File: src/rtl/div_10by5_pkg.sv
// Shared constants and FSM state type for the 10-by-5 restoring divider.
package div_pkg;
  localparam int DVD_W_C = 10;
  localparam int DVS_W_C = 5;
  localparam int STEPS   = 5;
  localparam int CNT_W   = 3;

  typedef enum logic [1:0] {IDLE, RUN, DONE} state_t;
endpackage

File: src/rtl/div_10by5_step.sv
// One restoring-division step: shift in the next dividend bit, subtract when it fits.
module div_step #(
  parameter int W = 5
) (
  input  logic [W-1:0] rem_in,
  input  logic         bit_in,
  input  logic [W-1:0] divisor,
  output logic [W-1:0] rem_out,
  output logic         q_bit
);
  logic [W:0] t;

  assign t = {rem_in, bit_in};
  assign q_bit = (t >= {1'b0, divisor});
  // rem_in < divisor keeps t - divisor inside W bits
  assign rem_out = q_bit ? W'(t - {1'b0, divisor}) : t[W-1:0];
endmodule

File: src/rtl/div_10by5.sv
// Multi-cycle 10/5-bit unsigned divider: one quotient bit per cycle, with zero/overflow early-out.
module div_10by5
  import div_pkg::*;
#(
  parameter int DVD_W = DVD_W_C,
  parameter int DVS_W = DVS_W_C
) (
  input  logic             clk,
  input  logic             rst_n,
  input  logic             start,
  input  logic [DVD_W-1:0] dividend,
  input  logic [DVS_W-1:0] divisor,
  output logic [DVS_W-1:0] quotient,
  output logic [DVS_W-1:0] remainder,
  output logic             busy,
  output logic             done,
  output logic             div_by_zero,
  output logic             overflow
);
  state_t state, state_nxt;

  logic [DVS_W-1:0] rem_q, shf_q, dvs_q;
  logic [CNT_W-1:0] cnt;
  logic [DVS_W-1:0] rem_nxt;
  logic             q_bit;
  logic             accept, is_zero, is_ovf, last_step;

  assign accept    = start && (state != RUN);
  assign is_zero   = (divisor == '0);
  // high half >= divisor means the quotient needs more than DVS_W bits
  assign is_ovf    = (dividend[DVD_W-1:DVS_W] >= divisor);
  assign last_step = (cnt == CNT_W'(STEPS - 1));
  assign busy      = (state == RUN);
  assign done      = (state == DONE);

  div_step #(.W(DVS_W)) u_step (
    .rem_in  (rem_q),
    .bit_in  (shf_q[DVS_W-1]),
    .divisor (dvs_q),
    .rem_out (rem_nxt),
    .q_bit   (q_bit)
  );

  always_ff @(posedge clk or negedge rst_n) begin
    if (!rst_n) state <= IDLE;
    else        state <= state_nxt;
  end

  always_comb begin
    state_nxt = state;
    case (state)
      IDLE, DONE: begin
        if (start) state_nxt = (is_zero || is_ovf) ? DONE : RUN;
        else       state_nxt = IDLE;
      end
      RUN:     if (last_step) state_nxt = DONE;
      default: state_nxt = IDLE;
    endcase
  end

  always_ff @(posedge clk or negedge rst_n) begin
    if (!rst_n) begin
      rem_q       <= '0;
      shf_q       <= '0;
      dvs_q       <= '0;
      cnt         <= '0;
      quotient    <= '0;
      remainder   <= '0;
      div_by_zero <= 1'b0;
      overflow    <= 1'b0;
    end else if (accept) begin
      if (is_zero) begin
        quotient    <= '1;
        remainder   <= dividend[DVS_W-1:0];
        div_by_zero <= 1'b1;
        overflow    <= 1'b0;
      end else if (is_ovf) begin
        quotient    <= '1;
        remainder   <= '1;
        div_by_zero <= 1'b0;
        overflow    <= 1'b1;
      end else begin
        rem_q <= dividend[DVD_W-1:DVS_W];
        shf_q <= dividend[DVS_W-1:0];
        dvs_q <= divisor;
        cnt   <= '0;
      end
    end else if (state == RUN) begin
      rem_q <= rem_nxt;
      shf_q <= {shf_q[DVS_W-2:0], q_bit};
      cnt   <= cnt + 1'b1;
      if (last_step) begin
        quotient    <= {shf_q[DVS_W-2:0], q_bit};
        remainder   <= rem_nxt;
        div_by_zero <= 1'b0;
        overflow    <= 1'b0;
      end
    end
  end
endmodule

File: config.mk
export PLATFORM = sky130hd
export DESIGN_NAME = div_10by5
export DESIGN_NICKNAME = d
export VERILOG_FILES = /design/src/rtl/div_10by5_pkg.sv /design/src/rtl/div_10by5_step.sv /design/src/rtl/div_10by5.sv
export SDC_FILE = /design/constraint.sdc
export NUM_CORES = 1
export LEC_CHECK = 0
export CAP_MARGIN = 25
export CORE_ASPECT_RATIO = 2
export CORE_MARGIN = 2
export CORE_UTILIZATION = 50
export CTS_CLUSTER_DIAMETER = 200
export DETAILED_ROUTE_END_ITERATION = 10
export PLACE_DENSITY = 0.73
export SLEW_MARGIN = 10
export SYNTH_ARGS = -nofsm -noshare
export SYNTH_HDL_FRONTEND = slang
export SYNTH_SLANG_ARGS = --single-unit
File: constraint.sdc
create_clock -name clk -period 3.35 [get_ports clk]
set_input_delay 0.5025 -clock clk [delete_from_list [all_inputs] [get_ports clk]]
set_output_delay 0.5025 -clock clk [all_outputs]
set_load 0.02 [all_outputs]
* Yosys cells after proc, flatten, opt, wreduce, memory -nomap -nowiden *
Index checks and enable logic that the tools add are counted.

word-level totals
  flip-flop bits (word level) = 32
  bits in latches = 0
  memory bits (writable) = 0
  bits in read-only memories = 0
  input bits = 18
  output and inout port bits = 14
  logic and storage cells = 67
  memories kept = 0

cells by class
  $add $sub $neg = 2
  multipliers = 0
  divide/modulo/power cells = 0
  $lt $le $gt $ge = 2
  equal/unequal tests = 8
  shift-type cells = 0
  mux-type cells = 34
  bitwise gates (word level) = 2
  reductions and logical operators = 10

operators with widths
  operator               count
  $mux W5                18
  $mux W3                4
  $reduce_and A3 Y1      3
  $mux W1                8
  $ge A6 B5 Y1           1
  $mux W2                3
  $ge A5 B5 Y1           1
  $logic_not A5 Y1       1
  $sub A5 B5 Y5          1
  $ne A2 B1 Y1 const B   2
  $ne A2 B2 Y1 const B   2
  $pmux W2 S2            1
  $reduce_bool A2 Y1     2
  $add A3 B1 Y3 const B  1
  $eq A3 B3 Y1 const B   1
  $ne A3 B1 Y1 const B   1
  $eq A2 B1 Y1 const B   1
  $eq A2 B2 Y1 const B   1
  $logic_not A2 Y1       1
  $not A1 Y1             2
  $reduce_or A2 Y1       1
  $logic_and A1 B1 Y1    1
  $logic_or A1 B1 Y1     1

* Depth between registers and ports, before layout *
Gate-level depths: netlist (run 1).

  depth after elaboration = 5
  depth in mapped cells = 9

* By module *
A second synthesis (run 1) with hierarchy kept.

unflattened totals
  cell total of the unflattened synthesis = 190
  area, all modules = 1945.6 um^2

modules (own cells, without submodules)
  module     instances  cells an instance  area an instance (um^2)  sequential area each (um^2)
  div_10by5  1          154                1657.8                   800.8
  div_step   1          36                 287.8                    0.0

* Worst setup path after synthesis (run 1) *
OpenSTA, ideal clock, no wires.

  path kind = input to register
  start = in divisor[4]
  end = reg rem_q[4]
  arrival = 2.035 ns
  setup slack = 1.178 ns
  cell stages on the path = 8
  buffers on the path = 1
  path through = inv_1 -> ha_1 -> a21oi_1 -> o21ai_2 -> a311oi_2 -> buf_2 -> mux2i_1 -> a21oi_1

on the way
  cells in the longest elaborated chain, start to end = 3

ends and longest elaborated chain
  item                                              line                              source
  start: declaration                                div_10by5.sv:12                   input logic [DVS_W-1:0] divisor,
  $ge A5 B5 Y1 or $logic_not A5 Y1 (tied branches)  div_10by5.sv:31, div_10by5.sv:29
  $ne A2 B2 Y1 (no source line)                     -
  $reduce_and A3 Y1 (no source line) *              -
  end signal: assignment                            div_10by5.sv:83                   rem_q <= dividend[DVD_W-1:DVS_W];
  end signal: assignment                            div_10by5.sv:89                   rem_q <= rem_nxt;
  end: declaration                                  div_10by5.sv:22                   logic [DVS_W-1:0] rem_q, shf_q, dvs_q;

Mark *: on every way between the ends. The rest lies on a longest branch, timed or not.
A chain may end at the register's enable or synchronous reset.

* Worst setup path after layout (run 1) *
  start = in divisor[2]
  end = reg dvs_q[0]

on the way
  cells in the longest elaborated chain, start to end = 3

ends and longest elaborated chain
  item                                              line                              source
  $ge A5 B5 Y1 or $logic_not A5 Y1 (tied branches)  div_10by5.sv:31, div_10by5.sv:29
  $not A1 Y1 (no source line)                       -
  $reduce_and A3 Y1 (no source line) *              -
  end signal: assignment                            div_10by5.sv:85                   dvs_q <= divisor;
  end: declaration                                  div_10by5.sv:22

Marks and branches as above.

==> flow_summary.json, run 1 <==
{
  "yosys.area.top_type_share_pct": 42.5,
  "clockRootBuffer": "clkbuf_8",
  "finalSetupViolCount": 0,
  "postCtsSetupBuffers": 0,
  "drive_gt1_share_pct": 9.95,
  "drt_pass1_iterations": 4,
  "start_util_pct": 52.2,
  "fin_util_pct": 65.0,
  "hold_path_depth": 1,
  "hp-start": "quotient[4]",
  "fin_nets": 251,
  "setup.worst_path.class": "input pin to flop",
  "r2r-start": "dvs_q[0]",
  "yosysUniqueCellTypes": 45,
  "path_max_fanout": 6,
  "cts_made_buffers": 5,
  "via_per_inst": 5.81,
  "status": "finished clean",
  "cts.sinks": 32,
  "cp.required_ns": 3.52,
  "grt_max_degree": 33,
  "min_to": "quotient[4]",
  "slew_headroom_pct": 56.1,
  "p_sw_share_pct": 42.7,
  "start_kind": "input pin",
  "hp-class": "flop to flop",
  "r2r_cells": 7,
  "rows": 31,
  "synth_top_area_cell": "dfrtp_1",
  "crit_path_end_kind": "flop",
  "finalHoldViolCount": 0,
  "p_sw_mw": 1.00,
  "seq_power_share_pct": 29.3,
  "die_x_um": 47.4,
  "internal_power_mw": 1.34,
  "irDropWorstVdd_mv": 0.587,
  "drv_cap": 0,
  "core_sq_um": 3610,
  "async_reset_ff_share_pct": 100,
  "holdWs_ns": 0.499,
  "comb_power_share_pct": 56.9,
  "die_area_sq_um": 4310,
  "yosysWarnings": 0,
  "netlist_instances": 184,
  "p_per_area_nw_per_um2": 1000,
  "wl_per_cell_um": 17.7,
  "p_total_mw": 2.35,
  "vias": 1569,
  "synth_common_cells": "32 x dfrtp_1, 15 x a21oi_1, 15 x inv_1",
  "clk_pin_slew_ns": 0.07,
  "io_pins": 32,
  "clkLatencyLatePin_ns": 0.28,
  "drtAntennaViolNets": 0,
  "ys_seq_area_share_pct": 42.5,
  "min_period_over_period_pct": 75.2,
  "worstReg2RegEnd": "remainder[1]",
  "drt_iter0_markers": 28,
  "fmax_mhz": 397,
  "p_leak_nw": 1.01,
  "htreeDepth": 2,
  "synth-edff-count": 0,
  "gp_congestion": 0.877,
  "tightest_slew_ns": 0.658,
  "synthToLayoutAreaGrowth_pct": 24.5,
  "netlist_area_sq_um": 1880,
  "drc_errors": 0,
  "finClkSkew_ns": 0.00324,
  "yosysMostFrequentCell": "dfrtp_1",
  "critPathArrivalTime_ns": 2.69,
  "layout_min_cycle_time_ns": 2.52,
  "share_clk_of_total_power_pct": 13.8,
  "grt.total_usage_pct": 25.0,
  "synth_area_per_cell_sq_um": 10.2,
  "routed_wl_um": 4790,
  "synth_nets": 215,
  "diodes": 0,
  "synth_ff_type": "dfrtp_1",
  "dp_hpwl_um": 3590,
  "final_max_slew_viol_count": 0,
  "synth_area_leaders": "dfrtp_1 42%, ha_1 8.0%, mux2i_1 6.9%",
  "tritoncts": "done",
  "portBuffers": 31,
  "rsz0062_at_grt": "false",
  "grt_pass1_vias": 1649,
  "grt-ovfl-total": 0,
  "cts_hold_buffers": 0,
  "dieHeight_um": 90.8,
  "synth_seq_cells": 32,
  "antenna_found_initial": 0,
  "grt_pass1_wl_um": 7820,
  "regToRegSetupSlack_ns": 0.84,
  "cts.repair.resized": 0,
  "cts_buffer_depth": 2,
  "fin_setup_tns_ns": 0
}
==> registers in the layout, indices dropped and copies added, names as in the netlist <==
register	cells
dvs_q	5
quotient	5
rem_q	5
remainder	5
shf_q	5
cnt	3
state	2
div_by_zero	1
overflow	1
==> how the worst max path moves through the flow <==
stage / from / to
after detailed placement: divisor[2] / dvs_q[0]
after global routing: divisor[2] / dvs_q[0]
after global placement: divisor[2] / dvs_q[0]
after floorplan: divisor[4] / rem_q[4]
after CTS: divisor[2] / dvs_q[0]
final: divisor[2] / dvs_q[0]
==> critical path: stages <==
cell	delay, ns
clkdlybuf4s50_1	0.51
inv_1	0.08
ha_1	0.29
a21oi_1	0.13
o21ai_1	0.12
a31oi_2	0.35
and2_1	0.36
mux2_4	0.33
==> area by class of cell <==
type | count | area (sq um)
Fill cell | 302 | 1260
Multi-Input combinational cell | 129 | 978
Sequential cell | 32 | 801
Timing Repair Buffer | 36 | 348
Clock buffer | 6 | 82.6
Tap cell | 49 | 61.3
Inverter | 16 | 60.1
Clock inverter | 2 | 15.0
==> placed cells by master, fill, tap and decap left out, drive strengths merged, types with 4 or more instances in the layout <==
cell type	Yosys	routed
nand2	10	10
ha	12	12
and3	4	4
a2bb2oi	5	5
a22oi	4	4
dfrtp	32	32
clkdlybuf4s50	0	31
buf	5	5
nor2b	4	4
o21ai	8	8
a21oi	15	15
mux2i	13	13
clkbuf	2	6
nand2b	6	6
inv	16	16
nor2	8	8
o22a	4	4
==> stage by stage <==
step           cell area (sq um)  worst slack, ns  std cells
2_1_floorplan               1880             1.18        184
3_3_place_gp                2250            0.642        262
3_5_place_dp                2250            0.541        262
4_1_cts                     2350            0.842        270
5_1_grt                     2350            0.714        270
6_report                    2350            0.830        270
==> kinds of logic after synthesis <==
group / Yosys count / share of synthesized area (%)
buffers and inverters: 23 / 5.58
adders and majority gates: 13 / 9.03
and+or+nand+nor: 44 / 12.6
AOI/OAI and AO/OA: 55 / 21.0
muxes: 15 / 8.30
xor gates and xnor gates: 2 / 0.930
DFF: 32 / 42.5
==> power groups by stage <==
| stage | registers (mW) | logic, mW | clock network [mW] |
|---|---|---|---|
| global placement | 0.683 | 1.30 | 0 |
| floorplan | 0.723 | 0.919 | 0 |
| finish | 0.687 | 1.33 | 0.325 |
| detailed placement | 0.693 | 1.32 | 0 |
| CTS | 0.689 | 1.34 | 0.333 |
| global route | 0.708 | 1.47 | 0.347 |
==> layer usage <==
metal | vias to the layer above | share of wire [%] | global-route usage [%]
met5 | - | 0 | 0
met4 | 0 | 2.0 | 7.87
met3 | 10 | 3.5 | 4.60
met2 | 45 | 55 | 42.2
met1 | 774 | 39 | 30.1
li1 | 740 | - | -
Power figures use the tool's default switching activity.
==> run 2: changes to the inputs <==
==> constraint.sdc (replaced) <==
create_clock -name clk -period 2.65 [get_ports clk]
set_input_delay 0.3975 -clock clk [delete_from_list [all_inputs] [get_ports clk]]
set_output_delay 0.3975 -clock clk [all_outputs]
set_load 0.02 [all_outputs]
==> flow_summary.json, run 2 (same netlist as run 1, synthesis figures left out) <==
{
  "status": "finished clean",
  "top_layer": "met4",
  "finClkSkew_ns": 0.00748,
  "p_total_mw": 3.07,
  "htreeDepth": 2,
  "drt_iter0_markers": 32,
  "drtAntennaViolNets": 0,
  "die_area_sq_um": 4310,
  "irDropWorstVdd_mv": 0.815,
  "m1WireLength_um": 1750,
  "setup.worst_path.class": "flop to flop",
  "die_x_um": 47.4,
  "grt.total_usage_pct": 25.1,
  "fin_util_pct": 66.5,
  "finalHoldViolCount": 0,
  "drc_errors": 0,
  "clockRootBuffer": "clkbuf_8",
  "cts_made_buffers": 5,
  "grt_max_degree": 33,
  "hp-class": "flop to flop",
  "p_per_area_nw_per_um2": 1280,
  "rsz0062_at_grt": "false",
  "fin_setup_tns_ns": 0,
  "dp_hpwl_um": 3700,
  "wl_per_cell_um": 17.6,
  "dieHeight_um": 90.8,
  "rows": 31,
  "gp_congestion": 0.841,
  "p_leak_nw": 1.04,
  "portBuffers": 31,
  "clkLatencyLatePin_ns": 0.28,
  "drive_gt1_share_pct": 11.6,
  "vias": 1617,
  "clk_pin_slew_ns": 0.07,
  "cts.sinks": 32,
  "io_pins": 32,
  "synthToLayoutAreaGrowth_pct": 27.2,
  "final_max_slew_viol_count": 0,
  "via_per_inst": 5.90,
  "min_period_over_period_pct": 91.0,
  "start_kind": "flop",
  "num-fill-cells": 300,
  "antenna_found_initial": 0,
  "start_util_pct": 52.2,
  "fmax_mhz": 414,
  "grt_pass1_vias": 1687,
  "layout_commonest_cell": "dfrtp_1",
  "cp.required_ns": 2.82,
  "multi_input_area_sq_um": 986,
  "critPathArrivalTime_ns": 2.58,
  "crit_path_end_kind": "flop",
  "routed_wl_um": 4830,
  "grt_pass1_wl_um": 7760,
  "drt_pass1_iterations": 4,
  "post_dp_cell_area_sq_um": 2280,
  "diodes": 0,
  "dr_wl_met3_um": 155,
  "slew_headroom_pct": 44.4,
  "final_cell_mix": "32 x dfrtp_1, 31 x clkdlybuf4s50_1, 15 x inv_1, 15 x a21oi_1, 13 x mux2i_1",
  "fin_nets": 255,
  "tightest_slew_ns": 0.828,
  "grt-ovfl-total": 0,
  "drv_cap": 0,
  "wl_met2_um": 2730,
  "worst_slack_ns": 0.237,
  "seq_area_sq_um": 801,
  "finalSetupViolCount": 0,
  "path_max_fanout": 14,
  "design_area_sq_um": 2400,
  "postCtsSetupBuffers": 0,
  "cts_buffer_depth": 2,
  "layout_min_cycle_time_ns": 2.41,
  "pre_cts_ws_ns": 0.000761,
  "core_sq_um": 3610,
  "tritoncts": "done"
}
[run 2: cell count changes in the layout (fill, tap and decap cells not counted), sizes merged]
cell and delta:
buf +4, clkinvlp -1, clkinv +1, bufinv +1, clkbuf -1
[run 2: worst max-delay path: stages, from the launching register on]
cell and delay [ns]:
dfrtp_1 0.39, inv_1 0.07, ha_1 0.21, fa_1 0.44
a21boi_0 0.16, o21a_1 0.21, o21bai_4 0.26, and3_1 0.24
o32a_1 0.32
[run 2: final timing paths]
kind,from,to,slack [ns],depth (start not counted)
setup / recovery,shf_q[4],remainder[1],0.24,8
hold / removal,quotient[4],quotient[4],0.50,1
setup reg to reg,shf_q[4],remainder[1],0.24,8
hold reg to reg,quotient[4],quotient[4],0.50,1
max in group asynchronous,rst_n,remainder[2],1.83,2
min in group asynchronous,rst_n,rem_q[3],0.51,2
[run 2: what timing repair did]
action                                  in CTS  in global routing
endpoints found under the setup margin       0                  2
hold buffers                                 0                  0
resized for setup                            0                  1
[run 2: area by class of cell]
class / instances / share of cell area (%)
clock buffers: 5 / 2.87
inverters: 16 / 2.51
multi-input cells: 129 / 41.1
repair buffers: 40 / 15.8
well taps: 49 / 2.56
clock inverters: 3 / 1.77
flip-flops and latches: 32 / 33.4
[run 2: metrics by stage]
stage,hold slack [ns],std cells
floorplan,0.102,184
global placement,0.480,266
detailed placement,0.476,266
CTS,0.501,274
global route,0.529,274
finish,0.496,274
[run 2: layer usage]
layer | track usage, % | vias up
li1 | - | 743
met4 | 12.3 | 0
met1 | 27.2 | 808
met5 | 0 | -
met3 | 5.20 | 20
met2 | 42.5 | 46
[run 2: report_power, final]
group	switching (mW)	internal, mW
Sequential	0.163	0.710
Combinational	0.933	0.805
Clock	0.185	0.278
Total	1.28	1.79
==> run 3: changes to the inputs <==
--- a/config.mk
+++ b/config.mk
@@ -8,10 +8,10 @@
 export CAP_MARGIN = 25
 export CORE_ASPECT_RATIO = 2
 export CORE_MARGIN = 2
-export CORE_UTILIZATION = 50
+export CORE_UTILIZATION = 53
 export CTS_CLUSTER_DIAMETER = 200
 export DETAILED_ROUTE_END_ITERATION = 10
-export PLACE_DENSITY = 0.73
+export PLACE_DENSITY = 0.77
 export SLEW_MARGIN = 10
 export SYNTH_ARGS = -nofsm -noshare
 export SYNTH_HDL_FRONTEND = slang
==> flow_summary.json, run 3 (same netlist as run 1, synthesis figures left out) <==
{
  "multi_input_area_sq_um": 978,
  "routed_wl_um": 4870,
  "grt_pass1_vias": 1741,
  "status": "finished clean",
  "cts_buffer_depth": 2,
  "cts_made_buffers": 5,
  "grt-ovfl-total": 0,
  "io_pins": 32,
  "fin_setup_tns_ns": 0,
  "irDropWorstVdd_mv": 0.678,
  "hp-class": "flop to flop",
  "wl_per_cell_um": 18.0,
  "path_max_fanout": 11,
  "layout_min_cycle_time_ns": 2.47,
  "drv_cap": 0,
  "clkLatencyLatePin_ns": 0.28,
  "worst_path_largest_cell_delay_ns": 0.69,
  "drt_iter0_markers": 38,
  "fmax_mhz": 404,
  "final_max_slew_viol_count": 0,
  "clk_pin_slew_ns": 0.07,
  "critPathBufInv": 2,
  "drive_gt1_share_pct": 10.8,
  "tritoncts": "done",
  "start_util_pct": 55.2,
  "vias": 1587,
  "finalSetupViolCount": 0,
  "slew_headroom_pct": 42.2,
  "cp-endpoint": "remainder[0]",
  "crit_path_end_kind": "flop",
  "core_sq_um": 3420,
  "dieHeight_um": 88.3,
  "cts_hold_buffers": 0,
  "diodes": 0,
  "rsz0062_at_grt": "false",
  "start_kind": "input pin",
  "num-fill-cells": 269,
  "dp_hpwl_um": 3600,
  "p_per_area_nw_per_um2": 1270,
  "antenna_found_initial": 0,
  "seq_area_sq_um": 801,
  "drc_errors": 0,
  "min_period_over_period_pct": 93.3,
  "htreeDepth": 2,
  "p_leak_nw": 1.03,
  "fin_nets": 254,
  "placed_cells_incl_taps": 264,
  "final_cell_mix": "32 x dfrtp_1, 31 x clkdlybuf4s50_1, 15 x inv_1, 15 x a21oi_1, 13 x mux2i_1",
  "crit_chain": "clkdlybuf4s50_1, inv_1, ha_1, nand2_1, o21ai_1, a31oi_2, o21ai_1, o32a_1",
  "regToRegSetupSlack_ns": 0.19,
  "cp.required_ns": 2.87,
  "worstReg2RegEnd": "remainder[0]",
  "gp_congestion": 0.919,
  "via_per_inst": 5.86,
  "r2r-start": "shf_q[4]",
  "clockRootBuffer": "clkbuf_8",
  "cts.repair.resized": 0,
  "drt_pass1_iterations": 4,
  "slowest_stage": "o21ai_1",
  "die_area_sq_um": 4080,
  "setup.worst_path.class": "input pin to flop",
  "grt_max_degree": 33,
  "cp.depth": 8,
  "finalNonFillerCells": 271,
  "drtAntennaViolNets": 0,
  "postCtsSetupBuffers": 0,
  "critPathArrivalTime_ns": 2.69,
  "rows": 30,
  "grt_pass1_wl_um": 8040,
  "finalHoldViolCount": 0,
  "crit_top_cell": "o21ai_1",
  "cp_top_family": "compound AO/OA/AOI/OAI gates",
  "synthToLayoutAreaGrowth_pct": 25.6,
  "r2r_cells": 8,
  "fin_util_pct": 69.3,
  "hold_path_depth": 1,
  "finClkSkew_ns": 0.00722,
  "layout_commonest_cell": "dfrtp_1",
  "die_x_um": 46.2,
  "portBuffers": 31,
  "cts.sinks": 32,
  "cp-startpoint": "divisor[2]",
  "grt.total_usage_pct": 27.7,
  "tightest_slew_ns": 0.862
}
-- run 3: changes by cell type in the layout (fill, tap and decap cells not counted) --
cell and change:
clkbuf_8 +2, buf_4 -1, bufinv_16 -1, clkinv_2 -1
clkinvlp_4 -1, o21bai_2 +1, o21bai_4 -1
-- run 3: routing by layer --
metal  share of wire, %  track usage [%]  vias to the layer above
li1                   -                -                      743
met1                 36             28.7                      780
met5                  0                0                        -
met4                3.9             13.8                        0
met3                3.6             5.71                       20
met2                 57             49.5                       44
-- run 3: how the worst min path moves through the flow --
stage / startpoint / slack (ns) / end
after detailed placement: overflow / 0.48 / overflow
after CTS: quotient[2] / 0.50 / quotient[2]
after global routing: quotient[4] / 0.52 / quotient[4]
final: quotient[2] / 0.49 / quotient[2]
after global placement: quotient[2] / 0.47 / quotient[2]
after floorplan: rst_n / 0.10 / cnt[0]
-- run 3: power breakdown --
group	total (mW)	internal, mW	switching [mW]	leakage, nW
Clock	0.404	0.231	0.173	0.0503
Sequential	0.876	0.710	0.166	0.349
Combinational	1.73	0.806	0.924	0.627
Total	3.01	1.75	1.26	1.03
-- run 3: cell type report --
cell class | count | share of cell area [%]
timing repair buffer | 39 | 15.7
tap | 48 | 2.54
multi-input combinational | 129 | 41.4
inverter | 16 | 2.54
sequential | 32 | 33.8
clock buffer | 7 | 4.07
-- run 3: through the flow --
stage	total power, mW	area (sq um)	setup slack (ns)	hold slack (ns)
3_3_place_gp	2.52	2270	0.0226	0.475
4_1_cts	3.02	2370	0.190	0.500
3_5_place_dp	2.58	2270	-0.0417	0.480
6_report	3.01	2370	0.176	0.494
2_1_floorplan	2.08	1880	0.529	0.102
5_1_grt	3.24	2370	0.101	0.524
